--- src/rtl/segre_mem_stage.sv ---
// Segre memory stage: EX/MEM register, data-memory load/store handshake, load alignment and
// extension, write-back payload and MEM bypass value. memop_type_i: 0 byte, 1 half, 2 word.
module segre_mem_stage #(
    parameter int unsigned WORD_SIZE = 32,
    parameter int unsigned ADDR_SIZE = 32,
    parameter int unsigned REG_SIZE  = 5
) (
    input  logic                 clk_i,
    input  logic                 rsn_i,
    input  logic                 valid_ex_i,
    input  logic [WORD_SIZE-1:0] alu_res_i,
    input  logic                 rf_we_i,
    input  logic [REG_SIZE-1:0]  rf_waddr_i,
    input  logic [WORD_SIZE-1:0] rf_st_data_i,
    input  logic [1:0]           memop_type_i,
    input  logic                 memop_rd_i,
    input  logic                 memop_wr_i,
    input  logic                 memop_sign_ext_i,
    input  logic [ADDR_SIZE-1:0] seq_new_pc_i,
    input  logic                 is_jaljalr_i,
    input  logic                 block_mem_i,
    input  logic                 inject_nops_i,
    output logic                 mem_req_o,
    output logic                 mem_we_o,
    output logic [ADDR_SIZE-1:0] mem_addr_o,
    output logic [3:0]           mem_be_o,
    output logic [WORD_SIZE-1:0] mem_wdata_o,
    input  logic                 mem_ack_i,
    input  logic [WORD_SIZE-1:0] mem_rdata_i,
    output logic                 stall_mem_o,
    output logic                 misaligned_o,
    output logic [WORD_SIZE-1:0] op_res_stage_mem_o,
    output logic                 rf_we_o,
    output logic [REG_SIZE-1:0]  rf_waddr_o,
    output logic [WORD_SIZE-1:0] rf_wdata_o,
    output logic                 valid_mem_o
);

    localparam logic [1:0] MemopByte = 2'd0;
    localparam logic [1:0] MemopHalf = 2'd1;
    localparam logic [1:0] MemopWord = 2'd2;

    typedef enum logic [1:0] {StIdle, StWait, StDone} state_e;

    state_e r_state;
    state_e w_state_nxt;

    // EX/MEM register
    logic                 r_valid;
    logic [WORD_SIZE-1:0] r_alu_res;
    logic                 r_rf_we;
    logic [REG_SIZE-1:0]  r_waddr;
    logic [WORD_SIZE-1:0] r_st_data;
    logic [1:0]           r_type;
    logic                 r_rd;
    logic                 r_wr;
    logic                 r_sign_ext;
    logic [ADDR_SIZE-1:0] r_seq_pc;
    logic                 r_is_jal;
    logic [WORD_SIZE-1:0] r_rdata;

    logic                 w_memop;
    logic                 w_misaligned;
    logic                 w_issue;
    logic                 w_req;
    logic                 w_stall;
    logic                 w_ack;
    logic                 w_valid_mem;
    logic [3:0]           w_be;
    logic [WORD_SIZE-1:0] w_st_lanes;
    logic [WORD_SIZE-1:0] w_ld_word;
    logic [7:0]           w_ld_byte;
    logic [15:0]          w_ld_half;
    logic [WORD_SIZE-1:0] w_ld_data;
    logic [WORD_SIZE-1:0] w_non_ld;
    logic [WORD_SIZE-1:0] w_wb_data;

    assign w_memop      = r_valid & (r_rd | r_wr);
    assign w_misaligned = w_memop & (((r_type == MemopHalf) & r_alu_res[0]) |
                                     ((r_type == MemopWord) & (r_alu_res[1:0] != 2'b00)));
    assign w_issue      = w_memop & ~w_misaligned;

    // FSM: state register
    always_ff @(posedge clk_i) begin
        if (!rsn_i) begin
            r_state <= StIdle;
        end else begin
            r_state <= w_state_nxt;
        end
    end

    // FSM: next state
    always_comb begin
        w_state_nxt = r_state;
        unique case (r_state)
            StIdle: begin
                if (w_issue) begin
                    if (mem_ack_i) begin
                        w_state_nxt = block_mem_i ? StDone : StIdle;
                    end else begin
                        w_state_nxt = StWait;
                    end
                end
            end
            StWait: begin
                if (mem_ack_i) begin
                    w_state_nxt = block_mem_i ? StDone : StIdle;
                end
            end
            StDone: begin
                if (!block_mem_i) begin
                    w_state_nxt = StIdle;
                end
            end
            default: w_state_nxt = StIdle;
        endcase
    end

    // FSM: outputs; DONE never re-issues, so one request per instruction
    always_comb begin
        w_req   = 1'b0;
        w_stall = 1'b0;
        unique case (r_state)
            StIdle: begin
                w_req   = w_issue;
                w_stall = w_issue & ~mem_ack_i;
            end
            StWait: begin
                w_req   = 1'b1;
                w_stall = ~mem_ack_i;
            end
            StDone: begin
                w_req   = 1'b0;
                w_stall = 1'b0;
            end
            default: begin
                w_req   = 1'b0;
                w_stall = 1'b0;
            end
        endcase
    end

    assign w_ack = w_req & mem_ack_i;

    always_ff @(posedge clk_i) begin
        if (!rsn_i) begin
            r_valid    <= 1'b0;
            r_alu_res  <= '0;
            r_rf_we    <= 1'b0;
            r_waddr    <= '0;
            r_st_data  <= '0;
            r_type     <= MemopByte;
            r_rd       <= 1'b0;
            r_wr       <= 1'b0;
            r_sign_ext <= 1'b0;
            r_seq_pc   <= '0;
            r_is_jal   <= 1'b0;
        end else if (!(block_mem_i || w_stall)) begin
            if (inject_nops_i) begin
                r_valid <= 1'b0;
                r_rf_we <= 1'b0;
                r_rd    <= 1'b0;
                r_wr    <= 1'b0;
            end else begin
                r_valid    <= valid_ex_i;
                r_alu_res  <= alu_res_i;
                r_rf_we    <= rf_we_i;
                r_waddr    <= rf_waddr_i;
                r_st_data  <= rf_st_data_i;
                r_type     <= memop_type_i;
                r_rd       <= memop_rd_i;
                r_wr       <= memop_wr_i;
                r_sign_ext <= memop_sign_ext_i;
                r_seq_pc   <= seq_new_pc_i;
                r_is_jal   <= is_jaljalr_i;
            end
        end
    end

    // Read data is kept so a load finished while blocked can retire later from DONE
    always_ff @(posedge clk_i) begin
        if (!rsn_i) begin
            r_rdata <= '0;
        end else if (w_ack) begin
            r_rdata <= mem_rdata_i;
        end
    end

    always_comb begin
        w_be       = 4'hF;
        w_st_lanes = r_st_data;
        unique case (r_type)
            MemopByte: begin
                w_be       = 4'b0001 << r_alu_res[1:0];
                w_st_lanes = WORD_SIZE'({4{r_st_data[7:0]}});
            end
            MemopHalf: begin
                w_be       = 4'b0011 << r_alu_res[1:0];
                w_st_lanes = WORD_SIZE'({2{r_st_data[15:0]}});
            end
            default: begin
                w_be       = 4'hF;
                w_st_lanes = r_st_data;
            end
        endcase
    end

    assign w_ld_word = w_ack ? mem_rdata_i : r_rdata;
    assign w_ld_byte = w_ld_word[{r_alu_res[1:0], 3'b000} +: 8];
    assign w_ld_half = w_ld_word[{r_alu_res[1], 4'b0000} +: 16];

    always_comb begin
        w_ld_data = w_ld_word;
        unique case (r_type)
            MemopByte: w_ld_data = {{(WORD_SIZE - 8){r_sign_ext & w_ld_byte[7]}}, w_ld_byte};
            MemopHalf: w_ld_data = {{(WORD_SIZE - 16){r_sign_ext & w_ld_half[15]}}, w_ld_half};
            default:   w_ld_data = w_ld_word;
        endcase
    end

    assign w_non_ld  = r_is_jal ? WORD_SIZE'(r_seq_pc) : r_alu_res;
    assign w_wb_data = r_rd ? w_ld_data : w_non_ld;

    assign w_valid_mem = r_valid & ~w_stall & ~block_mem_i;

    // rsn_i gating keeps every output at zero while reset is held
    assign mem_req_o          = rsn_i & w_req;
    assign mem_we_o           = mem_req_o & r_wr;
    assign mem_addr_o         = rsn_i ? {r_alu_res[ADDR_SIZE-1:2], 2'b00} : '0;
    assign mem_be_o           = mem_req_o ? w_be : 4'b0000;
    assign mem_wdata_o        = mem_we_o ? w_st_lanes : '0;
    assign stall_mem_o        = rsn_i & w_stall;
    assign misaligned_o       = rsn_i & w_misaligned;
    assign valid_mem_o        = rsn_i & w_valid_mem;
    assign rf_we_o            = r_rf_we & valid_mem_o & ~w_misaligned;
    assign rf_waddr_o         = rsn_i ? r_waddr : '0;
    assign rf_wdata_o         = rsn_i ? w_wb_data : '0;
    // Loads are never bypassed from MEM, so they expose the address instead
    assign op_res_stage_mem_o = !rsn_i ? '0 : (r_rd ? r_alu_res : w_non_ld);

endmodule

--- config.mk ---
export PLATFORM = sky130hd
export DESIGN_NAME = segre_mem_stage
export DESIGN_NICKNAME = d
export VERILOG_FILES = /design/src/rtl/segre_mem_stage.sv
export SDC_FILE = /design/constraint.sdc
export NUM_CORES = 1
export LEC_CHECK = 0
export CORE_MARGIN = 4
export CORE_UTILIZATION = 49
export CTS_BUF_LIST = sky130_fd_sc_hd__clkbuf_4 sky130_fd_sc_hd__clkbuf_8 sky130_fd_sc_hd__clkbuf_16
export DETAILED_ROUTE_END_ITERATION = 8
export MAX_ROUTING_LAYER = met4
export PLACE_DENSITY = 0.86
export SYNTH_ARGS = -nofsm -noshare
export SYNTH_HDL_FRONTEND = slang
export SYNTH_SLANG_ARGS = --single-unit
--- constraint.sdc ---
create_clock -name clk_i -period 4.7 [get_ports clk_i]
set_input_delay 0.94 -clock clk_i [delete_from_list [all_inputs] [get_ports clk_i]]
set_output_delay 0.94 -clock clk_i [all_outputs]
set_load 0.01 [all_outputs]
# Word level (Yosys, flattened, before mapping)
# Cells that the tools add are included.
dict set report word_totals {
  register_bits 143
  input_bits 146
  wordCells 81
}
dict set report classes {
  eq_ne 7
  n_shift 4
  bitwise_logic 26
  n_mux 25
  reduce_logical 6
}
# op count
set op_table {}
lappend op_table {{$mux 32} 8}
lappend op_table {{$pmux 32 s2} 2}
lappend op_table {{$shiftx 32x6->16} 1}
lappend op_table {{$shiftx 32x6->8} 1}
lappend op_table {{$and 1x1->1} 18}
lappend op_table {{$mux 2} 5}
lappend op_table {{$pmux 4 s2} 1}
lappend op_table {{$ne 2x2->1 const B} 3}
lappend op_table {{$not 1->1} 6}
lappend op_table {{$pmux 2 s3} 1}
lappend op_table {{$mux 5} 1}
lappend op_table {{$eq 2x1->1 const B} 2}
lappend op_table {{$eq 2x2->1 const B} 2}
lappend op_table {{$logic_not 2->1} 2}
lappend op_table {{$mux 1} 4}
lappend op_table {{$mux 4} 1}
lappend op_table {{$pmux 1 s2} 2}
lappend op_table {{$shl 1x2->4 const A} 1}
lappend op_table {{$shl 2x2->4 const A} 1}
lappend op_table {{$reduce_and 3->1} 1}
lappend op_table {{$or 1x1->1} 2}
lappend op_table {{$reduce_and 2->1} 1}
lappend op_table {{$reduce_bool 2->1} 1}
lappend op_table {{$logic_or 1x1->1} 1}

# Logic depth before layout (Yosys ltp)
# Gate-level depths: netlist of the first run.
dict set report logic_depth {
  depth_word 14
  depth_mapped 10
}

# Worst setup path after synthesis of the first run
# OpenSTA, ideal clock, no wires.
dict set report synth_path {
  path_type {input to output}
  startpoint {input mem_ack_i}
  endpoint {output rf_wdata_o[22]}
  path_buffers 1
  arrival_ns 2.613
  required_time_ns 3.760
  path_slack_ns 1.147
  path_stages 7
  cell_sequence {and2b_1 -> o2111ai_4 -> nand2_4 -> mux4_2 -> a221oi_4 -> buf_4 -> o22ai_1}
}
dict set report synth_between {
  elab_chain_len 7
}
# item line_no
set synth_lines {}
lappend synth_lines {{from (decl)} 28} ;# input logic mem_ack_i,
lappend synth_lines {{$and 1x1->1 *} 143} ;# assign w_ack = w_req & mem_ack_i;
lappend synth_lines {{$mux 32 *} -}
lappend synth_lines {{$shiftx 32x6->16 / $shiftx 32x6->8 (equally long branches)} {210, 209}}
lappend synth_lines {{$and 1x1->1, on equally long branches} {216, 215}}
lappend synth_lines {{$pmux 32 s2 *} 214} ;# unique case (r_type)
lappend synth_lines {{$mux 32 *} 222} ;# assign w_wb_data = r_rd ? w_ld_data : w_non_ld;
lappend synth_lines {{$mux 32 *} 237} ;# assign rf_wdata_o = rsn_i ? w_wb_data : '0;
lappend synth_lines {{to (decl)} 35} ;# output logic [WORD_SIZE-1:0] rf_wdata_o,
# Every way passes the cells marked *; elsewhere a longest branch is shown, timed or not.

# Worst setup path after layout of the first run
dict set report layout_path {
  startpoint {input mem_ack_i}
  endpoint {output rf_wdata_o[10]}
}
dict set report layout_between {
  elab_chain_len 7
}
# item line_no
set layout_lines {}
lappend layout_lines {{$and 1x1->1 *} 143}
lappend layout_lines {{$mux 32 *} -}
lappend layout_lines {{$shiftx 32x6->8} 209} ;# assign w_ld_byte = w_ld_word[{r_alu_res[1:0], 3'b000} +: 8];
lappend layout_lines {{$and 1x1->1} 215} ;# MemopByte: w_ld_data = {{(WORD_SIZE - 8){r_sign_ext & w_ld_byte[7]}}, w_ld_byte};
lappend layout_lines {{$pmux 32 s2 *} 214}
lappend layout_lines {{$mux 32 *} 222}
lappend layout_lines {{$mux 32 *} 237}
# Marked as above.

==> results of run 1 <==
flip-flops by register name (all words and copies together), names as in the netlist:
| signal | count |
|---|---|
| r_alu_res | 32 |
| r_rdata | 32 |
| r_seq_pc | 32 |
| r_st_data | 32 |
| r_waddr | 5 |
| r_state | 2 |
| r_type | 2 |
| r_is_jal | 1 |
| r_rd | 1 |
| r_rf_we | 1 |
| r_sign_ext | 1 |
| r_valid | 1 |
| r_wr | 1 |
worst min-delay path: stages, from the launching register on:
cell     delay (ns)
dfxtp_1        0.31
nand2_1        0.05
o21ai_0        0.05
layout make-up:
class	instances	share of cell area
Sequential cell	143	0.243
Tap cell	216	0.0229
Inverter	41	0.0130
Multi-Input combinational cell	776	0.398
Antenna cell	1	0.000212
Timing Repair Buffer	322	0.268
Clock inverter	10	0.0156
Clock buffer	21	0.0402
worst paths after layout:
check	cells after the start	end	slack, ns
max	9	rf_wdata_o[10]	0.17
min	2	r_st_data[31]$_SDFFE_PN0P_	0.45
max reg2reg	8	r_alu_res[29]$_SDFFE_PN0P_	1.73
min reg2reg	2	r_st_data[31]$_SDFFE_PN0P_	0.45
layer usage:
| layer | GRT usage | share of wire | wire length, um | vias to the layer above |
|---|---|---|---|---|
| met2 | 0.487 | 0.46 | 13700 | 471 |
| met4 | 0.139 | 0.038 | 1130 | 0 |
| li1 | - | - | - | 4162 |
| met5 | - | 0 | 0 | - |
| met1 | 0.395 | 0.42 | 12300 | 4141 |
| met3 | 0.0787 | 0.086 | 2550 | 87 |
power by group through the flow:
| stage | clock network [mW] | logic (mW) | registers (mW) |
|---|---|---|---|
| floorplan | 0 | 0.235 | 1.31 |
| global placement | 0 | 0.474 | 1.32 |
| detailed placement | 0 | 0.479 | 1.32 |
| CTS | 1.52 | 0.484 | 1.30 |
| global route | 1.57 | 0.523 | 1.30 |
| finish | 1.52 | 0.488 | 1.30 |
stage by stage:
step / power, mW / cell area (um2)
CTS: 3.31 / 11800
global placement: 1.80 / 11100
detailed placement: 1.80 / 11100
finish: 3.30 / 11800
global route: 3.40 / 11800
floorplan: 1.54 / 8110
cell usage in the layout, fill, tap and decap left out, types with 4 or more instances in the layout:
cell	netlist	layout
clkdlybuf4s50_1	0	285
nand2_1	171	171
dfxtp_1	143	141
o21ai_0	140	140
nand3_1	110	110
mux2i_1	89	89
nor2b_1	47	47
nor2_1	42	42
inv_1	40	40
buf_4	3	34
a21oi_1	32	32
a21o_1	26	26
clkbuf_16	0	17
o22ai_1	16	16
a22oi_1	10	10
mux4_2	9	9
and3_1	9	9
a211oi_1	7	7
a221o_1	7	7
o221a_2	7	7
nand2b_1	6	6
mux2_2	6	6
and2_1	5	5
o21a_1	5	5
a21boi_0	5	5
bufinv_16	0	5
nor3_1	4	4
logic make-up after synthesis:
kind of cell | Yosys count | synth area share
simple gates | 401 | 0.228
compound gates | 269 | 0.207
flops | 143 | 0.353
buf+inv | 140 | 0.0684
mux | 104 | 0.143
other cells | 1 | 0.000463
==> results.toml, run 1 <==
[final_layout]
drive_above_1_share = 0.0746
final_util = 0.735
regArea_um2 = 2870
nets = 1447
stdcell_count = 1530
nFillCells = 1214
multiInputGateArea_um2 = 4700
area_growth_syn_to_layout_pct = 45.8

[synth]
async_flop_share = 0
synth_top_area_frac = 0.353
ys_ff_latch = 143
synth_area_leaders = "dfxtp_1 35%, mux2i_1 11%, o21ai_0 8.6%, nand2_1 7.9%, nand3_1 6.8%"
synth_edf_count = 0
synth_common_cells = "171 x nand2_1, 143 x dfxtp_1, 140 x o21ai_0"
avgSynthCellArea_um2 = 7.66
synth_cells = 1058
syn_area_um2 = 8100
ys.flop_type = "dfxtp_1"
yosysSeqAreaShare = 0.353
yosys_warnings = 0
ys_types = 46
yosys.area.top_type = "dfxtp_1"
yosysMostFrequentCell = "nand2_1"

[grt]
grt_remaining_overflow = 0
grt_pass1_wl_mm = 44.8
grt_start_max_net_pins = 102
antenna_found_initial = 1
grt_pass1_vias = 8416
grt_usage = 0.317

[setup_path]
worst_setup_path_start_kind = "input port"
crit_chain = "clkdlybuf4s50_1 -> and2b_1 -> o2111ai_4 -> buf_4 -> nand3_1 -> a311o_1 -> a21o_1 -> a221o_1 -> clkdlybuf4s50_1"
critPathKind = "input port to output pin"
worstPathBufferInverterCount = 3
critPathSlowestCell = "clkdlybuf4s50_1"
cp_top_family = "compound AO/OA/AOI/OAI gates"
crit_start = "mem_ack_i"
r2r-start = "r_alu_res[0]$_SDFFE_PN0P_"
end_kind = "output pin"
required_ns = 3.76
arrival_ns = 3.59
cp_common_cell = "clkdlybuf4s50_1"
crit_fanout = 9
slowest_delay_ns = 0.52

[sta]
rsz0062_at_grt = "false"
setup_viol = 0
setup_tns_ns = 0
skew_ns = 0.00903
holdWs_ns = 0.455
finalHoldViolations = 0
worst_slack_ns = 0.171
tightest_slew_ns = 0.955
slew_headroom = 0.363
fin_crit_ns = 4.53
timing.final.crit_share = 0.964
clock.fmax_ghz = 0.221
slew_viol_final = 0

[clocking]
cts_tree = "built"
post_cts_buffers = 0
cts-htree-levels = 4
clockBufferDepth = 2
clkSlewWorstSetupHoldPaths_ns = 0.06
clockRootBuffer = "clkbuf_16"
hold_buffers = 0
insertion_delay_ns = 0.42
postCtsResizedCells = 0
cts_num_sinks = 143
cts_buffers = 17

[die]
placementRows = 46
coreArea_um2 = 16100
io_pins = 289
initial_core_util = 0.505
die_w_um = 137
dieArea_um2 = 18700
die_y_um = 137

[placed_design]
portBuffers = 286
routabilityCongestion = 0.937
preCtsSetupSlack_ns = 0.184
dp.cells = 1498
dp_hpwl_mm = 21.4

[detailed_routing]
drc = 0
vias = 8861
drt-vias-per-instance = 5.79
routed_wl_mm = 29.7
wire_per_inst_um = 19.4
antenna_left = 0
firstDrtPassIters = 8
dr.first_iter.drc_count = 813

[min_path]
hold_start = "r_st_data[31]$_SDFFE_PN0P_"
holdCritPathClass = "flop to flop"

[power_and_ir_drop]
p_leak_nw = 4.40
power_density_nw_per_um2 = 280
power_frac_seq = 0.393
intPower_mw = 2.49
irDropWorstVdd_mv = 0.260
p_sw_mw = 0.810
combPwrFrac = 0.148
power_frac_clock = 0.459
sw_frac_of_total = 0.245

[job]
drv_cap = 0

[status]
status = "completed"
(Power assumes the default switching activity.)
==> inputs of run 2 (changes only) <==
- CELL_PAD_IN_SITES_DETAIL_PLACEMENT: default -> 0
- CELL_PAD_IN_SITES_GLOBAL_PLACEMENT: default -> 1
- CORE_UTILIZATION: 49 -> 35
- PLACE_DENSITY: 0.86 -> default
- PLACE_DENSITY_LB_ADDON: default -> 0.15
==> run 2 against run 1 <==
  * Non-clock buffer count increased by 2
  * Maximum frequency is 0.60% lower
  * Final cell count rose by 4.8%
  * Sequential power is essentially flat
  * Final area increased by 0.92%
==> results.toml, run 2 (synthesized netlist as in run 1, its figures left out) <==
[status]
status = "completed"

[detailed_routing]
drc = 0
routed_wl_mm = 30.8
vias = 8372
wire_per_inst_um = 19.2
antenna_left = 0
drt-vias-per-instance = 5.22
firstDrtPassIters = 7
dr.first_iter.drc_count = 549

[setup_path]
cp_common_cell = "clkdlybuf4s50_1"
worst_setup_path_start_kind = "input port"
crit_start = "mem_ack_i"
worst-r2r-setup-slack_ns = 1.70
required_ns = 3.76
critPathKind = "input port to output pin"
worstPathBufferInverterCount = 3
critPathSlowestCell = "clkdlybuf4s50_1"
cp_top_family = "buffers and inverters"
ff2ff_path_depth = 7
reg2reg_to = "r_st_data[19]$_SDFFE_PN0P_"
slowest_delay_ns = 0.49
crit_fanout = 36
arrival_ns = 3.62
r2r-start = "r_alu_res[0]$_SDFFE_PN0P_"
end_kind = "output pin"
crit_chain = "clkdlybuf4s50_1 -> and2b_1 -> o2111ai_4 -> nand2_4 -> buf_16 -> mux2i_1 -> a21oi_1 -> a221o_1 -> clkdlybuf4s50_1"

[min_path]
hold_depth = 2
hold_start = "r_st_data[18]$_SDFFE_PN0P_"
holdCritPathClass = "flop to flop"
hold_end = "r_st_data[18]$_SDFFE_PN0P_"

[sta]
setup_tns_ns = 0
timing.final.crit_share = 0.969
setup_viol = 0
skew_ns = 0.00968
slew_viol_final = 0
rsz0062_at_grt = "false"
tightest_slew_ns = 0.948
slew_headroom = 0.366
worst_slack_ns = 0.144
clock.fmax_ghz = 0.219
fin_crit_ns = 4.56
finalHoldViolations = 0

[die]
die_y_um = 160
placementRows = 55
die_w_um = 160
io_pins = 289
coreArea_um2 = 22700
initial_core_util = 0.357
dieArea_um2 = 25600

[final_layout]
area_growth_syn_to_layout_pct = 47.1
final_common_cell = "clkdlybuf4s50_1"
multiInputGateArea_um2 = 4710
regArea_um2 = 2870
layout_common_cells = "285 x clkdlybuf4s50_1, 171 x nand2_1, 141 x dfxtp_1"
nets = 1449
nFillCells = 2234
final_util = 0.525
drive_above_1_share = 0.0790

[power_and_ir_drop]
irDropWorstVdd_mv = 0.167
power_frac_clock = 0.447
p_sw_mw = 0.870
intPower_mw = 2.37
power_density_nw_per_um2 = 272
sw_frac_of_total = 0.269
power_mw = 3.24
p_leak_nw = 4.40
power_frac_seq = 0.402
combPwrFrac = 0.151

[clocking]
cts_tree = "built"
clkSlewWorstSetupHoldPaths_ns = 0.06
insertion_delay_ns = 0.43
clockBufferDepth = 2
cts_buffers = 17
cts-htree-levels = 4
clockRootBuffer = "clkbuf_16"
cts_num_sinks = 143

[grt]
grt_remaining_overflow = 0
antenna_found_initial = 2
grt_usage = 0.241
grt_pass1_wl_mm = 47.3
grt_start_max_net_pins = 101
grt_pass1_vias = 8100

[placed_design]
dp_hpwl_mm = 22.4
routabilityCongestion = 0.952
preCtsSetupSlack_ns = 0.147
portBuffers = 286

[job]
drv_cap = 0
==> run 2: cell types whose count changed in the layout (fill, tap and decap cells not counted), sizes merged <==
cell      before  now
inv           40   44
clkbuf        21   18
buf           37   39
bufinv         5    3
clkinv         4    5
clkinvlp       2    3
diode          1    2
==> run 2: area by class of cell <==
type	count	area share
antenna	2	0.000420
clock buffer	18	0.0369
clock inverter	14	0.0152
inverter	41	0.0129
multi-input combinational	776	0.395
sequential	143	0.240
tap	285	0.0299
timing repair buffer	324	0.269
==> run 2: worst min-delay path, delay by kind of cell (launching register included) <==
family | cells | cell delay, ns
compound gates | 1 | 0.06
flops | 1 | 0.31
simple gates | 1 | 0.05
==> run 2: power by group through the flow <==
stage	registers, mW	clock network (mW)	logic [mW]
2_1_floorplan	1.31	0	0.235
3_3_place_gp	1.33	0	0.488
3_5_place_dp	1.33	0	0.486
4_1_cts	1.30	1.48	0.489
5_1_grt	1.31	1.53	0.532
6_report	1.30	1.45	0.489
==> run 2: worst max path at each step <==
stage | end | slack (ns) | cells past startpoint
after floorplan | rf_wdata_o[22] | 1.15 | 7
after global placement | rf_wdata_o[10] | 0.17 | 9
after detailed placement | rf_wdata_o[10] | 0.15 | 9
after CTS | rf_wdata_o[10] | 0.14 | 9
after global routing | rf_wdata_o[9] | 0.002 | 9
final | rf_wdata_o[9] | 0.14 | 9
==> run 2: repair_timing <==
action                                  CTS  global route
gates resized for setup                   0             3
hold buffers                              0             0
endpoints found under the setup margin    0             9
hold endpoints to repair                  0             0
buffers inserted                          0             0
==> run 2: metal layers <==
layer  global-route usage  vias to the layer above  share of wire
met4               0.0610                        0          0.014
met3               0.0643                       23          0.068
met2                0.338                      266           0.43
met1                0.342                     3919           0.49
li1                     -                     4164              -
met5                    -                        -              0
==> run 2: per-stage QoR <==
step                      instances  hold WS, ns  instance area [um2]
after floorplan                1059        0.436                 8110
after global placement         1569        0.445                11300
after detailed placement       1569        0.450                11300
after CTS                      1601        0.460                11900
after global routing           1603        0.481                11900
final                          1603        0.456                11900
==> inputs of run 3 (changes only) <==
- CORE_ASPECT_RATIO: default -> 0.9
- TNS_END_PERCENT: default -> 20
==> run 3 against run 2 <==
  * Clock skew grew 0.0033 ns
  * Total power grew 5.6%
  * Sequential share of layout area shrank 0.27 points
  * Utilization grew 0.76 points
  * Sequential cell count is the same
  * Critical path type unchanged
  * Critical endpoint is now rf_wdata_o[14]
  * Largest power group unchanged
  * Highest routed layer unchanged
==> results.toml, run 3 (synthesized netlist as in run 1, its figures left out) <==
[detailed_routing]
drt-vias-per-instance = 5.21
dr.first_iter.drc_count = 778
firstDrtPassIters = 5
vias = 8440
antenna_left = 0
drc = 0
routed_wl_mm = 31.0
wire_per_inst_um = 19.2

[final_layout]
nFillCells = 2215
final_common_cell = "clkdlybuf4s50_1"
stdcell_count = 1619
regArea_um2 = 2870
nets = 1455
diodes = 0
multiInputGateArea_um2 = 4710
area_growth_syn_to_layout_pct = 48.8
layout_common_cells = "275 x clkdlybuf4s50_1, 171 x nand2_1, 141 x dfxtp_1"
drive_above_1_share = 0.0825

[clocking]
hold_buffers = 0
clkSlewWorstSetupHoldPaths_ns = 0.06
insertion_delay_ns = 0.43
cts_buffers = 17
clockRootBuffer = "clkbuf_16"
cts_tree = "built"
clockBufferDepth = 2
cts_num_sinks = 143
cts-htree-levels = 4

[grt]
grt_pass1_wl_mm = 47.9
grt_pass1_vias = 8090
grtUsageMet2 = 0.351
use_met3 = 0.0721
grt_usage = 0.242
grt_start_max_net_pins = 96
grt_use_met1 = 0.340
busiest_layer = "met2"
grt_remaining_overflow = 0
antenna_found_initial = 0

[sta]
tightest_slew_ns = 0.979
slew_headroom = 0.346
slew_viol_final = 0
rsz0062_at_grt = "true"
holdWs_ns = 0.456
worst_slack_ns = 0.112
fin_crit_ns = 4.59
timing.final.crit_share = 0.976
clock.fmax_ghz = 0.218
finalHoldViolations = 0
setup_tns_ns = 0
setup_viol = 0
skew_ns = 0.0130

[power_and_ir_drop]
power_mw = 3.42
power_density_nw_per_um2 = 284
irDropWorstVdd_mv = 0.207
p_leak_nw = 4.64

[die]
dieArea_um2 = 25600
die_w_um = 168
die_y_um = 152
initial_core_util = 0.358
placementRows = 52
io_pins = 289
coreArea_um2 = 22600

[setup_path]
ff2ff_path_depth = 7
reg2reg_to = "r_alu_res[3]$_SDFFE_PN0P_"
crit_chain = "clkdlybuf4s50_1 -> and2b_2 -> o2111ai_4 -> nand2_4 -> buf_12 -> mux2i_1 -> a21oi_1 -> a221o_1 -> clkdlybuf4s50_1"
critPathKind = "input port to output pin"
worst-r2r-setup-slack_ns = 1.78
slowest_delay_ns = 0.49
required_ns = 3.76
arrival_ns = 3.65
cp_common_cell = "clkdlybuf4s50_1"
worst_setup_path_start_kind = "input port"
crit_fanout = 40
r2r-start = "r_type[0]$_SDFFE_PN0P_"
critPathSlowestCell = "clkdlybuf4s50_1"
end_kind = "output pin"

[job]
drv_cap = 0

[placed_design]
preCtsSetupSlack_ns = 0.0308
dp.cells = 1584
routabilityCongestion = 0.894
dp_hpwl_mm = 22.7
portBuffers = 286

[min_path]
hold_depth = 2
holdCritPathClass = "flop to flop"
hold_start = "r_st_data[31]$_SDFFE_PN0P_"
hold_end = "r_st_data[31]$_SDFFE_PN0P_"

[status]
status = "completed"
-- run 3: report_power, final --
group	total [mW]	internal (mW)	switching (mW)	leakage, nW
Clock	1.63	1.07	0.565	0.339
Sequential	1.30	1.26	0.0377	1.17
Combinational	0.491	0.248	0.243	3.13
Total	3.42	2.58	0.846	4.64
-- run 3: critical path: cells and delay by family --
kind	cells	cell delay, ns
muxes	1	0.39
buffers and inverters	3	1.25
and+or+nand+nor	2	0.33
AOI/OAI and AO/OA	3	0.71
-- run 3: per-stage QoR --
stage,cell area (um2),util
floorplan,8110,-
global placement,11300,0.499
detailed placement,11300,0.499
CTS,12000,0.530
global route,12100,0.532
finish,12100,0.532
-- run 3: worst max path at each step --
stage	slack, ns	endpoint	from
final	0.11	rf_wdata_o[14]	mem_ack_i
after floorplan	1.15	rf_wdata_o[22]	mem_ack_i
after detailed placement	0.03	rf_wdata_o[16]	mem_ack_i
after global routing	-0.03	rf_wdata_o[4]	mem_ack_i
after CTS	0.008	rf_wdata_o[16]	mem_ack_i
after global placement	0.07	rf_wdata_o[16]	mem_ack_i
-- run 3: layout make-up --
cell class / instances / area share
tap: 297 / 0.0308
timing repair buffer: 330 / 0.270
multi-input combinational: 776 / 0.390
inverter: 41 / 0.0128
clock inverter: 13 / 0.0214
sequential: 143 / 0.238
clock buffer: 19 / 0.0365
-- run 3: timing repair --
| action | CTS | global route |
|---|---|---|
| resized for setup | 0 | 11 |
| buffers inserted | 0 | 3 |
| endpoints found under the setup margin | 0 | 28 |
-- run 3: metal layers --
layer,up-vias,part of all wire
met3,17,0.078
li1,4183,-
met2,283,0.44
met1,3957,0.48
met5,-,0
met4,0,0.0077
